<file path="config.mk">
export PLATFORM = sky130hd
export DESIGN_NAME = ac_throttle_aggregator
export DESIGN_NICKNAME = d
export VERILOG_FILES = /design/src/rtl/ac_throttle_aggregator.sv
export SDC_FILE = /design/constraint.sdc
export NUM_CORES = 1
export LEC_CHECK = 0
export ABC_CLOCK_PERIOD_IN_PS = 2450
export CAP_MARGIN = 20
export CORE_AREA = 2 2 75 77
export CTS_CLUSTER_DIAMETER = 100
export DETAILED_ROUTE_END_ITERATION = 12
export DIE_AREA = 0 0 77 79
export PLACE_DENSITY_LB_ADDON = 0.08
export SKIP_LAST_GASP = 1
export SYNTH_ARGS = -nofsm -noshare
export SYNTH_HDL_FRONTEND = slang
export SYNTH_SLANG_ARGS = --single-unit
</file>
<file path="constraint.sdc">
create_clock -name iClk -period 2.45 [get_ports iClk]
set_clock_uncertainty 0.2 [all_clocks]
set_input_delay 0.245 -clock iClk [delete_from_list [all_inputs] [get_ports iClk]]
set_output_delay 0.245 -clock iClk [all_outputs]
set_load 0.005 [all_outputs]
</file>
<file path="src/rtl/ac_throttle_aggregator.sv">
// ac_throttle_aggregator
// Merges NUM_SRC active-low board throttle sources into NUM_OUT active-low
// CPU throttle pins. Each source is double-flop synchronised, then
// glitch-filtered (FILTER_CYCLES consecutive differing samples to change).
// A static routing map plus a runtime mask select the sources that drive each
// output, and every output assertion is stretched to MIN_ASSERT_CYCLES.
// A sticky per-source event latch records filtered assertions.
//
// Optional feature: define AC_THROTTLE_EVENT_CNT_EN to add oEventCnt, one
// saturating 8-bit assertion counter per source.
//
// Handshake note: there is no valid/ready traffic here; iClrEvents is a
// single-cycle strobe, and every other input is a level.
module ac_throttle_aggregator #(
  parameter int NUM_SRC = 4,
  parameter int NUM_OUT = 2,
  parameter logic [NUM_OUT*NUM_SRC-1:0] ROUTE_MAP = {NUM_OUT*NUM_SRC{1'b1}},
  parameter int FILTER_CYCLES = 4,
  parameter int MIN_ASSERT_CYCLES = 16
) (
  input  logic                 iClk,
  input  logic                 iRst,
  input  logic [NUM_SRC-1:0]   iSrc_n,
  input  logic [NUM_SRC-1:0]   iSrcMask,
  input  logic                 iClrEvents,
  output logic [NUM_OUT-1:0]   oThrottle_n,
  output logic [NUM_SRC-1:0]   oSrcFilt_n,
  output logic [NUM_SRC-1:0]   oEventLatch
`ifdef AC_THROTTLE_EVENT_CNT_EN
  ,
  output logic [NUM_SRC*8-1:0] oEventCnt
`endif
);

  localparam int FW = $clog2(FILTER_CYCLES + 1);
  localparam int MW = $clog2(MIN_ASSERT_CYCLES + 1);

  typedef enum logic [1:0] {
    ST_IDLE   = 2'd0,
    ST_ASSERT = 2'd1,
    ST_HOLD   = 2'd2
  } state_t;

  logic [NUM_SRC-1:0] sync1;
  logic [NUM_SRC-1:0] sync2;
  logic [NUM_SRC-1:0] filt_n;
  logic [FW-1:0]      filt_cnt [NUM_SRC];
  logic [NUM_SRC-1:0] filt_flip;
  logic [NUM_SRC-1:0] filt_fall;
  logic [NUM_OUT-1:0] req;

  // Per-output stretch state, kept visible for hierarchical probing.
  state_t             stretch_state [NUM_OUT];
  logic [MW-1:0]      stretch_cnt   [NUM_OUT];

  assign oSrcFilt_n = filt_n;

  // Two-flop synchroniser; resets to the deasserted (high) level.
  always_ff @(posedge iClk or posedge iRst) begin
    if (iRst) begin
      sync1 <= '1;
      sync2 <= '1;
    end else begin
      sync1 <= iSrc_n;
      sync2 <= sync1;
    end
  end

  // Flip and falling-edge detection: the filter changes state on the
  // FILTER_CYCLES-th consecutive edge where synced and filtered disagree.
  always_comb begin
    filt_flip = '0;
    filt_fall = '0;
    for (int s = 0; s < NUM_SRC; s++) begin
      filt_flip[s] = (sync2[s] != filt_n[s]) &&
                     (filt_cnt[s] == FW'(FILTER_CYCLES - 1));
      filt_fall[s] = filt_flip[s] & filt_n[s];
    end
  end

  // Symmetric glitch filter: count disagreeing samples, clear on agreement.
  always_ff @(posedge iClk or posedge iRst) begin
    if (iRst) begin
      filt_n <= '1;
      for (int s = 0; s < NUM_SRC; s++) filt_cnt[s] <= '0;
    end else begin
      for (int s = 0; s < NUM_SRC; s++) begin
        if (sync2[s] != filt_n[s]) begin
          if (filt_flip[s]) begin
            filt_n[s]   <= ~filt_n[s];
            filt_cnt[s] <= '0;
          end else begin
            filt_cnt[s] <= filt_cnt[s] + FW'(1);
          end
        end else begin
          filt_cnt[s] <= '0;
        end
      end
    end
  end

  // Output request: any routed, unmasked, asserted filtered source.
  always_comb begin
    req = '0;
    for (int o = 0; o < NUM_OUT; o++) begin
      for (int s = 0; s < NUM_SRC; s++) begin
        req[o] = req[o] | (ROUTE_MAP[o*NUM_SRC+s] & ~iSrcMask[s] & ~filt_n[s]);
      end
    end
  end

  // Stretch FSM per output: minimum-width ASSERT phase, then HOLD while
  // the request persists. The counter is loaded only on entry to ASSERT.
  always_ff @(posedge iClk or posedge iRst) begin
    if (iRst) begin
      oThrottle_n <= '1;
      for (int o = 0; o < NUM_OUT; o++) begin
        stretch_state[o] <= ST_IDLE;
        stretch_cnt[o]   <= '0;
      end
    end else begin
      for (int o = 0; o < NUM_OUT; o++) begin
        case (stretch_state[o])
          ST_IDLE: begin
            if (req[o]) begin
              stretch_state[o] <= ST_ASSERT;
              stretch_cnt[o]   <= MW'(MIN_ASSERT_CYCLES - 1);
              oThrottle_n[o]   <= 1'b0;
            end
          end
          ST_ASSERT: begin
            if (stretch_cnt[o] == '0) begin
              if (req[o]) begin
                stretch_state[o] <= ST_HOLD;
              end else begin
                stretch_state[o] <= ST_IDLE;
                oThrottle_n[o]   <= 1'b1;
              end
            end else begin
              stretch_cnt[o] <= stretch_cnt[o] - MW'(1);
            end
          end
          ST_HOLD: begin
            if (!req[o]) begin
              stretch_state[o] <= ST_IDLE;
              oThrottle_n[o]   <= 1'b1;
            end
          end
          default: begin
            stretch_state[o] <= ST_IDLE;
            oThrottle_n[o]   <= 1'b1;
          end
        endcase
      end
    end
  end

  // Sticky event latch; a new falling edge beats a simultaneous clear.
  always_ff @(posedge iClk or posedge iRst) begin
    if (iRst) begin
      oEventLatch <= '0;
    end else begin
      oEventLatch <= (oEventLatch & ~{NUM_SRC{iClrEvents}}) | filt_fall;
    end
  end

`ifdef AC_THROTTLE_EVENT_CNT_EN
  logic [NUM_SRC-1:0][7:0] evt_cnt;

  assign oEventCnt = evt_cnt;

  // Saturating assertion counters; clear with a coincident event yields 1.
  always_ff @(posedge iClk or posedge iRst) begin
    if (iRst) begin
      evt_cnt <= '0;
    end else begin
      for (int s = 0; s < NUM_SRC; s++) begin
        if (iClrEvents) begin
          evt_cnt[s] <= filt_fall[s] ? 8'd1 : 8'd0;
        end else if (filt_fall[s] && (evt_cnt[s] != 8'hFF)) begin
          evt_cnt[s] <= evt_cnt[s] + 8'd1;
        end
      end
    end
  end
`endif

endmodule

</file>
# Word level (Yosys, flattened, before mapping)
# Index checks and enable logic that the tools add are counted.
# word_totals
regBits	44
wordCells	112
# classes
addsub	6
n_eq_ne	20
muxes	27
bitwise	22
n_reduce_logical	20
# ops
cell	n
$mux 3	8
$pmux 5 s2	2
$ne 2x2->1 const B	8
$mux 5	3
$add 3x1->3 const B	4
$eq 3x2->1 const B	4
$pmux 2 s3	2
$reduce_and 2->1	6
$reduce_and 3->1	4
$logic_not 5->1	2
$mux 2	5
$sub 5x1->5 const B	2
$and 1x1->1	8
$not 1->1	8
$pmux 1 s3	2
$mux 1	5
$and 4x4->4	1
$eq 2x1->1 const B	2
$eq 2x2->1 const B	2
$logic_and 1x1->1	4
$logic_not 2->1	2
$ne 1x1->1	4
$not 4->4	1
$or 4x4->4	1
2 further kinds	5

# Logic depth before layout (Yosys ltp)
# Gate-level depths: netlist (run 1).
# logic_depth
ltp_word	8
ltp_mapped	7
mapped_depth_nobuf	6

# Least setup slack after synthesis (run 1)
# OpenSTA, ideal clock, no wires.
# synth_timing
path_type	reg-to-reg
startpoint	register stretch_cnt[0] (netlist bit)
endpoint	register stretch_state[0] (netlist bit)
setup_time_ps	128
t_arrival_ps	1727
required_ps	2122
setup_slack_ps	396
stages_incl_launch_ff	7
n_path_buf	0
synth_period_minus_slack_ps	2054
path_cell_list	dfrtp_1 > inv_1 > ha_1 > or3b_4 > o21a_4 > a211oi_2 > mux2_1
# synth_between
elab_chain_cells	3
# synth_rtl
item	line_no	text
from (decl)	54	logic [MW-1:0] stretch_cnt [NUM_OUT];
from (signal, indexed assignment)	127	stretch_cnt[o] <= MW'(MIN_ASSERT_CYCLES - 1);
from (signal, indexed assignment)	140	stretch_cnt[o] <= stretch_cnt[o] - MW'(1);
$logic_not 5->1	132	if (stretch_cnt[o] == '0) begin
$ne 2x2->1 (no source line)	--	
$reduce_and 3->1 (no source line)	--	
to (signal, indexed assignment)	134	stretch_state[o] <= ST_HOLD;
to (signal, indexed assignment)	136	stretch_state[o] <= ST_IDLE;
to (signal, indexed assignment)	145	stretch_state[o] <= ST_IDLE;
to (decl)	53	state_t stretch_state [NUM_OUT];
# Every way passes these cells.
# A chain may end at the register's enable or synchronous reset.

# Worst setup path after layout (run 1)
# Same ends and word-level chain as after synthesis.

==> impl_metrics.yaml, run 1 <==
run_status:
  status: "complete, no violations"
clock_tree:
  cts_tree: "built"
  cts_resized: 0
  clk_latency_ns: 0.29
  cts.sinks: 44
  ctsHoldBuffers: 0
  cts_max_level: 2
  cts_made_buffers: 5
  cts_max_path_buffers: 2
  clock-root-buffer: "clkbuf_8"
  post_cts_buffers: 0
  path_clk_slew_ns: 0.08
yosys:
  async_reset_ff_share_pct: 100
  synth_cell_types: 38
  synth_fa_ha_area_share_pct: 8.42
  synth-simple-area-share_pct: 13.5
  synth_top_family_by_area: "compound AO/OA/AOI/OAI gates"
  ys_ff_latch: 44
  postSynthAreaPerCell_um2: 11.6
  synth_xor_area_share_pct: 1.68
  synthCells: 180
  syn_nets: 205
  yosysSeqAreaShare_pct: 53.8
  synthFlopType: "dfrtp_1"
  synth_edf_count: 0
  yosys-mux-area-fraction_pct: 3.25
  synth_compound_area_share_pct: 16.3
  synth_warnings: 0
  synth_area_mm2: 0.00208
layout:
  syn2layout_area_growth_pct: 20.9
  final_nets: 233
  multi_input_area_um2: 897
  ff_latch_area_mm2: 0.00112
  fill_cells: 514
  drive_gt1_share_pct: 16.7
  diodes: 0
worst_setup_path:
  end_kind: "register"
  critPathRequiredTime_ns: 2.42
  cp_cell_sequence: "inv_1 > ha_1 > or3b_4 > o21a_4 > a211oi_2 > mux2_1"
  path_depth: 6
  path_buf_inv: 1
  cp_top_family: "compound AO/OA/AOI/OAI gates"
  crit_path_top_delay_cell: "or3b_4"
  startpoint_type: "register"
  critPathKind: "register to register"
  critPathMaxFanout: 6
  crit_arrival_ns: 2.15
  r2r_cells: 6
  critPathMaxStageDelay_ns: 0.42
power:
  max-vdd-ir-drop_mv: 0.407
  powerDensity_mw_per_mm2: 1140
  p_leak_nw: 1.04
detailed_routing:
  viasPerCell: 5.16
  vias: 1451
  wire_per_inst_um: 13.9
  wirelength_um: 3910
  drc_errors: 0
  dr.pass1.iters: 4
  drt_iter0_drc: 63
  ant_nets: 0
sta:
  tightest_slew_ns: 0.538
  period_minus_slack_ns: 2.18
  fin_crit_sh_pct: 88.8
  max_freq_ghz: 0.460
  rsz0062_at_grt: "false"
  tns_ns: 0
  report.final.slew_viol_count: 0
  hold_violations: 0
  setup_slack_ns: 0.274
  finalSetupViolCount: 0
  slew_headroom_pct: 64.1
hold_path:
  hold_depth: 0
  hold_class: "register to register"
floorplan:
  core_area_mm2: 0.00534
  io_pins: 21
  start_util_pct: 39.0
  rows: 27
  fp.dieArea_mm2: 0.00608
  die_w_um: 77
  die-height_um: 79
grt:
  grt_max_degree: 45
  gr-usage-all-layers_pct: 14.3
  antenna_found_initial: 0
  grt_pass1_vias: 1497
  overflow: 0
  grt_pass1_wl_um: 6850
placement:
  place_ws_ns: 0.286
  place.port_buffers: 20
  gp_congestion: 0.836
  dp_hpwl_um: 2910
run:
  cap_violations: 0
==> cells by family after synthesis <==
group | count (synthesis)
mux | 6
compound gates | 49
buf+inv | 17
xor+xnor | 4
simple gates | 46
fa+ha+maj | 14
flops | 44
==> where the power goes <==
part / internal (mW) / leakage [nW] / switching [mW]
Sequential: 0.968 / 0.525 / 0.187
Clock: 0.407 / 0.0654 / 0.234
Combinational: 0.538 / 0.447 / 0.531
==> stage by stage <==
step                total power [mW]  std cells  hold WS, ns  instance area (µm²)  utilization, %
floorplan                       1.89        180       0.0495                 2080               -
global route                    3.10        281        0.142                 2510            47.1
detailed placement              2.25        273        0.147                 2380            44.6
CTS                             2.91        281        0.151                 2510            47.1
finish                          2.87        281        0.158                 2510            47.1
global placement                2.21        273        0.146                 2380            44.6
==> metal layers <==
| metal | vias up | wire length [µm] | global-route usage (%) |
|---|---|---|---|
| met5 | - | 0 | 0 |
| li1 | 705 | - | - |
| met4 | 0 | 49 | 5.18 |
| met3 | 4 | 152 | 3.86 |
| met1 | 709 | 1800 | 17.3 |
| met2 | 33 | 1910 | 24.5 |
==> layout by cell type, fill, tap and decap left out, types with 2 or more instances in the layout <==
cell,Yosys,layout
a21oi_1,6,6
o221a_2,2,2
bufinv_16,0,2
nor3_2,2,2
nor3b_1,7,7
o31a_1,3,3
nor3_1,7,7
nand3_1,4,4
mux2_2,5,5
ha_1,14,14
nor2_1,4,4
buf_4,0,2
inv_1,16,16
nand2b_1,4,4
o22ai_1,2,2
o22a_1,2,2
nand3b_1,4,4
o31ai_1,3,3
clkbuf_8,0,5
clkdlybuf4s50_1,0,20
dfrtp_1,30,30
o21ai_0,17,17
a2bb2oi_1,3,3
dfstp_2,14,14
o21a_1,2,2
xnor2_1,4,4
nor2b_1,6,6
nand2_1,5,5
==> layout make-up <==
cell class	instances	area share, %
timing repair buffer	22	8.56
tap	72	3.58
clock buffer	6	2.89
clock inverter	2	2.39
inverter	16	2.39
multi-input combinational	119	35.7
sequential	44	44.5
==> state kept, by name, summed over array words and instances, names as in the netlist <==
register / count
stretch_state: 4
stretch_cnt: 10
sync1: 4
oSrcFilt_n: 4
oEventLatch: 4
sync2: 4
filt_cnt: 12
oThrottle_n: 2
==> path summary, 6_finish.rpt <==
path,slack (ns),from,end
max in group asynchronous,1.47,iRst,oSrcFilt_n[0]
min in group asynchronous,0.20,iRst,filt_cnt[2]
setup / recovery,0.27,stretch_cnt[0],stretch_state[0]
setup reg to reg,0.27,stretch_cnt[0],stretch_state[0]
hold / removal,0.16,sync1[2],sync2[2]
hold reg to reg,0.16,sync1[2],sync2[2]
==> synth_stat cells (all sizes together), types with 4 or more instances <==
cell | number | area [µm²]
inv | 16 | 60.1
dfrtp | 30 | 751
nand3 | 4 | 20.0
xnor2 | 4 | 35.0
nor2b | 6 | 37.5
nor3b | 7 | 52.6
a21oi | 6 | 30.0
nand2 | 5 | 18.8
nand2b | 4 | 25.0
nand3b | 4 | 30.0
dfstp | 14 | 368
nor3 | 9 | 55.1
mux2 | 6 | 67.6
nor2 | 4 | 15.0
o21ai | 18 | 90.1
ha | 14 | 175
(Power assumes the default switching activity.)
==> inputs of run 2 (changes only) <==
--- a/config.mk
+++ b/config.mk
@@ -7,11 +7,11 @@
 export LEC_CHECK = 0
 export ABC_CLOCK_PERIOD_IN_PS = 2450
 export CAP_MARGIN = 20
-export CORE_AREA = 2 2 75 77
+export CORE_AREA = 2 2 73 75
 export CTS_CLUSTER_DIAMETER = 100
 export DETAILED_ROUTE_END_ITERATION = 12
-export DIE_AREA = 0 0 77 79
-export PLACE_DENSITY_LB_ADDON = 0.08
+export DIE_AREA = 0 0 75 77
+export PLACE_DENSITY_LB_ADDON = 0.05
 export SKIP_LAST_GASP = 1
 export SYNTH_ARGS = -nofsm -noshare
 export SYNTH_HDL_FRONTEND = slang
==> impl_metrics.yaml, run 2 (synthesized netlist as in run 1, its figures left out) <==
hold_path:
  min_to: "sync2[3]"
  hold_depth: 0
  hold_class: "register to register"
  hp-start: "sync1[3]"
detailed_routing:
  wire_per_inst_um: 13.9
  wirelength_um: 3890
  ant_nets: 0
  dr.pass1.iters: 4
  drt_iter0_drc: 106
  viasPerCell: 5.12
  vias: 1434
  drc_errors: 0
floorplan:
  die_w_um: 75
  start_util_pct: 41.8
  io_pins: 21
  core_area_mm2: 0.00498
  fp.dieArea_mm2: 0.00578
  rows: 26
  die-height_um: 77
worst_setup_path:
  r2r_cells: 6
  critPathMaxFanout: 6
  critPathKind: "register to register"
  critPathRequiredTime_ns: 2.42
  startpoint_type: "register"
  crit_arrival_ns: 2.14
  rrSetupSlack_ns: 0.28
  reg2reg_to: "stretch_state[0]"
  end_kind: "register"
  r2r_start: "stretch_cnt[0]"
clock_tree:
  path_clk_slew_ns: 0.08
  cts_tree: "built"
  cts.sinks: 44
  cts_max_level: 2
  clock-root-buffer: "clkbuf_8"
  cts_max_path_buffers: 2
  clk_latency_ns: 0.29
  cts_resized: 0
  post_cts_buffers: 0
  ctsHoldBuffers: 0
  cts_made_buffers: 5
grt:
  grtUsageMet3_pct: 3.68
  met1_usage_pct: 18.9
  grtUsageMet2_pct: 23.9
  overflow: 0
  antenna_found_initial: 0
  grt_max_degree: 45
  grt_pass1_vias: 1454
  grt.busiest_layer: "met2"
  gr-usage-all-layers_pct: 14.7
  grt_pass1_wl_um: 6580
layout:
  multi_input_area_um2: 897
  final_cell_mix: "dfrtp_1 (30), clkdlybuf4s50_1 (20), o21ai_0 (17)"
  ff_latch_area_mm2: 0.00112
  final_nets: 234
  largest_register: "filt_cnt"
  reg_top3: "filt_cnt x12, stretch_cnt x10"
  diodes: 0
  final_common_cell: "dfrtp_1"
  fill_cells: 458
  syn2layout_area_growth_pct: 19.9
  drive_gt1_share_pct: 17.1
  largest_reg_flops: 12
power:
  p_comb_share_pct: 39.0
  power_mw: 2.78
  powerDensity_mw_per_mm2: 1120
  switching_share_pct: 34.8
  p_int_mw: 1.81
  clkPwrFrac_pct: 19.4
  p_leak_nw: 1.03
  p_switching_mw: 0.967
  max-vdd-ir-drop_mv: 0.470
  seqPwrFrac_pct: 41.6
sta:
  report.final.slew_viol_count: 0
  finalSetupViolCount: 0
  period_minus_slack_ns: 2.17
  max_freq_ghz: 0.460
  slew_headroom_pct: 62.7
  fin_crit_sh_pct: 88.6
  tns_ns: 0
  tightest_slew_ns: 0.559
  rsz0062_at_grt: "false"
  setup_slack_ns: 0.278
  hold_violations: 0
placement:
  place_ws_ns: 0.294
  place.port_buffers: 20
  gp_congestion: 0.904
  dp_hpwl_um: 2920
run:
  cap_violations: 0
run_status:
  status: "complete, no violations"
[run 2: layer usage]
metal	routed length [µm]	vias up
met2	2010	15
met5	0	-
met3	93	2
met4	25	0
li1	-	703
met1	1760	714
[run 2: power groups by stage]
stage / registers [mW] / logic, mW / clock network [mW]
after floorplan: 1.12 / 0.762 / 0
after global placement: 1.16 / 1.06 / 0
after detailed placement: 1.17 / 1.09 / 0
after CTS: 1.16 / 1.10 / 0.561
after global routing: 1.20 / 1.21 / 0.586
final: 1.16 / 1.08 / 0.540
[run 2: worst max path at each step]
stage / startpoint / endpoint / slack [ns] / depth (start not counted)
3_3_place_gp: stretch_cnt[0] / stretch_state[0] / 0.34 / 6
4_1_cts: stretch_cnt[0] / stretch_state[0] / 0.28 / 6
3_5_place_dp: stretch_cnt[0] / stretch_state[0] / 0.29 / 6
2_1_floorplan: stretch_cnt[0] / stretch_state[0] / 0.40 / 6
6_report: stretch_cnt[0] / stretch_state[0] / 0.28 / 6
5_1_grt: stretch_cnt[0] / stretch_state[0] / 0.21 / 6
[run 2: worst max-delay path, cell delays in order (launching register included)]
cell      delay [ns]
dfrtp_1         0.41
inv_1           0.06
ha_1            0.19
or3b_4          0.41
o21a_4          0.23
a211oi_2        0.22
mux2_1          0.33
[run 2: stage by stage]
step	std cells	utilization, %	hold slack [ns]	instance area, µm²
after floorplan	180	-	0.0495	2080
after global placement	272	47.9	0.146	2390
after detailed placement	272	47.9	0.147	2390
after CTS	280	50.1	0.152	2490
after global routing	280	50.1	0.151	2490
final	280	50.1	0.158	2490
[run 2: cell type report]
class                      instances  area share [%]
clock inverter                     2            1.40
clock buffer                       6            2.91
tap                               70            3.51
sequential                        44            44.9
multi-input combinational        119            36.0
inverter                          16            2.41
timing repair buffer              23            8.93
==> inputs of run 3 (changes only) <==
--- a/config.mk
+++ b/config.mk
@@ -5,7 +5,7 @@
 export SDC_FILE = /design/constraint.sdc
 export NUM_CORES = 1
 export LEC_CHECK = 0
-export ABC_CLOCK_PERIOD_IN_PS = 2450
+export ABC_CLOCK_PERIOD_IN_PS = 2200
 export CAP_MARGIN = 20
 export CORE_AREA = 2 2 73 75
 export CTS_CLUSTER_DIAMETER = 100
==> constraint.sdc (replaced) <==
create_clock -name iClk -period 2.2 [get_ports iClk]
set_clock_uncertainty 0.2 [all_clocks]
set_input_delay 0.22 -clock iClk [delete_from_list [all_inputs] [get_ports iClk]]
set_output_delay 0.22 -clock iClk [all_outputs]
set_load 0.005 [all_outputs]
==> impl_metrics.yaml, run 3 (synthesized netlist as in run 1, its figures left out) <==
clock_tree:
  clk_latency_ns: 0.29
  cts_max_level: 2
  clock-root-buffer: "clkbuf_8"
  cts_tree: "built"
  path_clk_slew_ns: 0.08
  cts_max_path_buffers: 2
  cts_made_buffers: 5
  ctsHoldBuffers: 0
  cts.sinks: 44
layout:
  final_cell_mix: "dfrtp_1 (30), clkdlybuf4s50_1 (20), o21ai_0 (17)"
  largest_reg_flops: 12
  diodes: 0
  largest_register: "filt_cnt"
  multi_input_area_um2: 900
  drive_gt1_share_pct: 18.8
  final_nets: 237
  ff_latch_area_mm2: 0.00112
  reg_top3: "filt_cnt x12, stretch_cnt x10"
  fill_cells: 459
  final_common_cell: "dfrtp_1"
  syn2layout_area_growth_pct: 21.1
worst_setup_path:
  crit_arrival_ns: 2.12
  critPathRequiredTime_ns: 2.18
  rrSetupSlack_ns: 0.06
  critPathMaxFanout: 6
  r2r_cells: 6
  reg2reg_to: "stretch_state[0]"
  critPathKind: "register to register"
  r2r_start: "stretch_cnt[0]"
  crit_path_start: "stretch_cnt[0]"
  end_kind: "register"
  startpoint_type: "register"
  setup.worst_path.end: "stretch_state[0]"
floorplan:
  io_pins: 21
  core_area_mm2: 0.00498
  start_util_pct: 41.8
  die_w_um: 75
  die-height_um: 77
  fp.dieArea_mm2: 0.00578
  rows: 26
detailed_routing:
  drt_iter0_drc: 50
  wirelength_um: 4010
  viasPerCell: 5.13
  dr.pass1.iters: 4
  wire_per_inst_um: 14.2
  drc_errors: 0
  ant_nets: 0
  vias: 1453
placement:
  place_ws_ns: 0.0318
  dp_hpwl_um: 2960
  place.port_buffers: 20
  gp_congestion: 0.868
grt:
  antenna_found_initial: 0
  grt_pass1_wl_um: 6580
  grt_max_degree: 45
  overflow: 0
  gr-usage-all-layers_pct: 14.9
  grt_pass1_vias: 1398
sta:
  fin_crit_sh_pct: 97.4
  setup_slack_ns: 0.0575
  period_minus_slack_ns: 2.14
  tightest_slew_ns: 0.542
  slew_headroom_pct: 63.9
  finalSetupViolCount: 0
  report.final.slew_viol_count: 0
  timing.hold.ws_ns: 0.122
  hold_violations: 0
  max_freq_ghz: 0.467
power:
  p_int_mw: 2.05
  powerDensity_mw_per_mm2: 1250
  clkPwrFrac_pct: 19.5
  switching_share_pct: 34.9
  p_switching_mw: 1.10
  p_leak_nw: 1.05
  max-vdd-ir-drop_mv: 0.554
  p_comb_share_pct: 39.4
  seqPwrFrac_pct: 41.1
run:
  cap_violations: 0
run_status:
  status: "complete, no violations"
hold_path:
  hold_class: "input port to register"
[run 3: power groups by stage]
stage	Combinational, mW	Sequential, mW	Clock, mW
after floorplan	0.849	1.25	0
after global placement	1.21	1.29	0
after detailed placement	1.23	1.31	0
after CTS	1.24	1.29	0.631
after global routing	1.40	1.33	0.674
final	1.24	1.29	0.614
[run 3: worst min path at each step]
stage                         start       end  slack [ns]  cells past startpoint
after floorplan           iSrc_n[0]  sync1[0]        0.02                      0
after global placement     sync1[3]  sync2[3]        0.15                      0
after detailed placement   sync1[3]  sync2[3]        0.15                      0
after CTS                 iSrc_n[0]  sync1[0]        0.11                      1
after global routing      iSrc_n[1]  sync1[1]        0.12                      1
final                     iSrc_n[0]  sync1[0]        0.12                      1
[run 3: per-stage QoR]
step	TNS, ns	cells	instance area (µm²)	utilization [%]	power (mW)
2_1_floorplan	0	180	2080	-	2.10
3_3_place_gp	0	274	2400	48.2	2.50
3_5_place_dp	0	274	2400	48.2	2.54
4_1_cts	0	282	2510	50.4	3.16
5_1_grt	-0.000855	283	2520	50.6	3.41
6_report	0	283	2520	50.6	3.14
[run 3: critical path, stage by stage, from the launching register on]
cell	delay (ns)
dfrtp_1	0.41
inv_1	0.07
ha_2	0.19
or3b_4	0.41
o21a_4	0.23
a211oi_2	0.17
mux2_1	0.34
[run 3: area by class of cell]
cell class / instances / share of cell area, %
Clock inverter: 2 / 1.39
Sequential cell: 44 / 44.4
Timing Repair Buffer: 26 / 9.74
Inverter: 16 / 2.38
Clock buffer: 6 / 2.88
Multi-Input combinational cell: 119 / 35.7
Tap cell: 70 / 3.48
[run 3: per-layer routing]
| metal | up-vias | share of wire (%) | GRT usage [%] |
|---|---|---|---|
| met5 | - | 0 | 0 |
| met4 | 0 | 1.5 | 4.82 |
| met3 | 6 | 3.0 | 3.94 |
| met2 | 20 | 51 | 23.9 |
| met1 | 718 | 45 | 19.3 |
| li1 | 709 | - | - |
[run 3: repair_timing]
action / in CTS / in global routing
endpoints found under the setup margin: 0 / 1
setup buffers: 0 / 1
gates resized for setup: 0 / 1
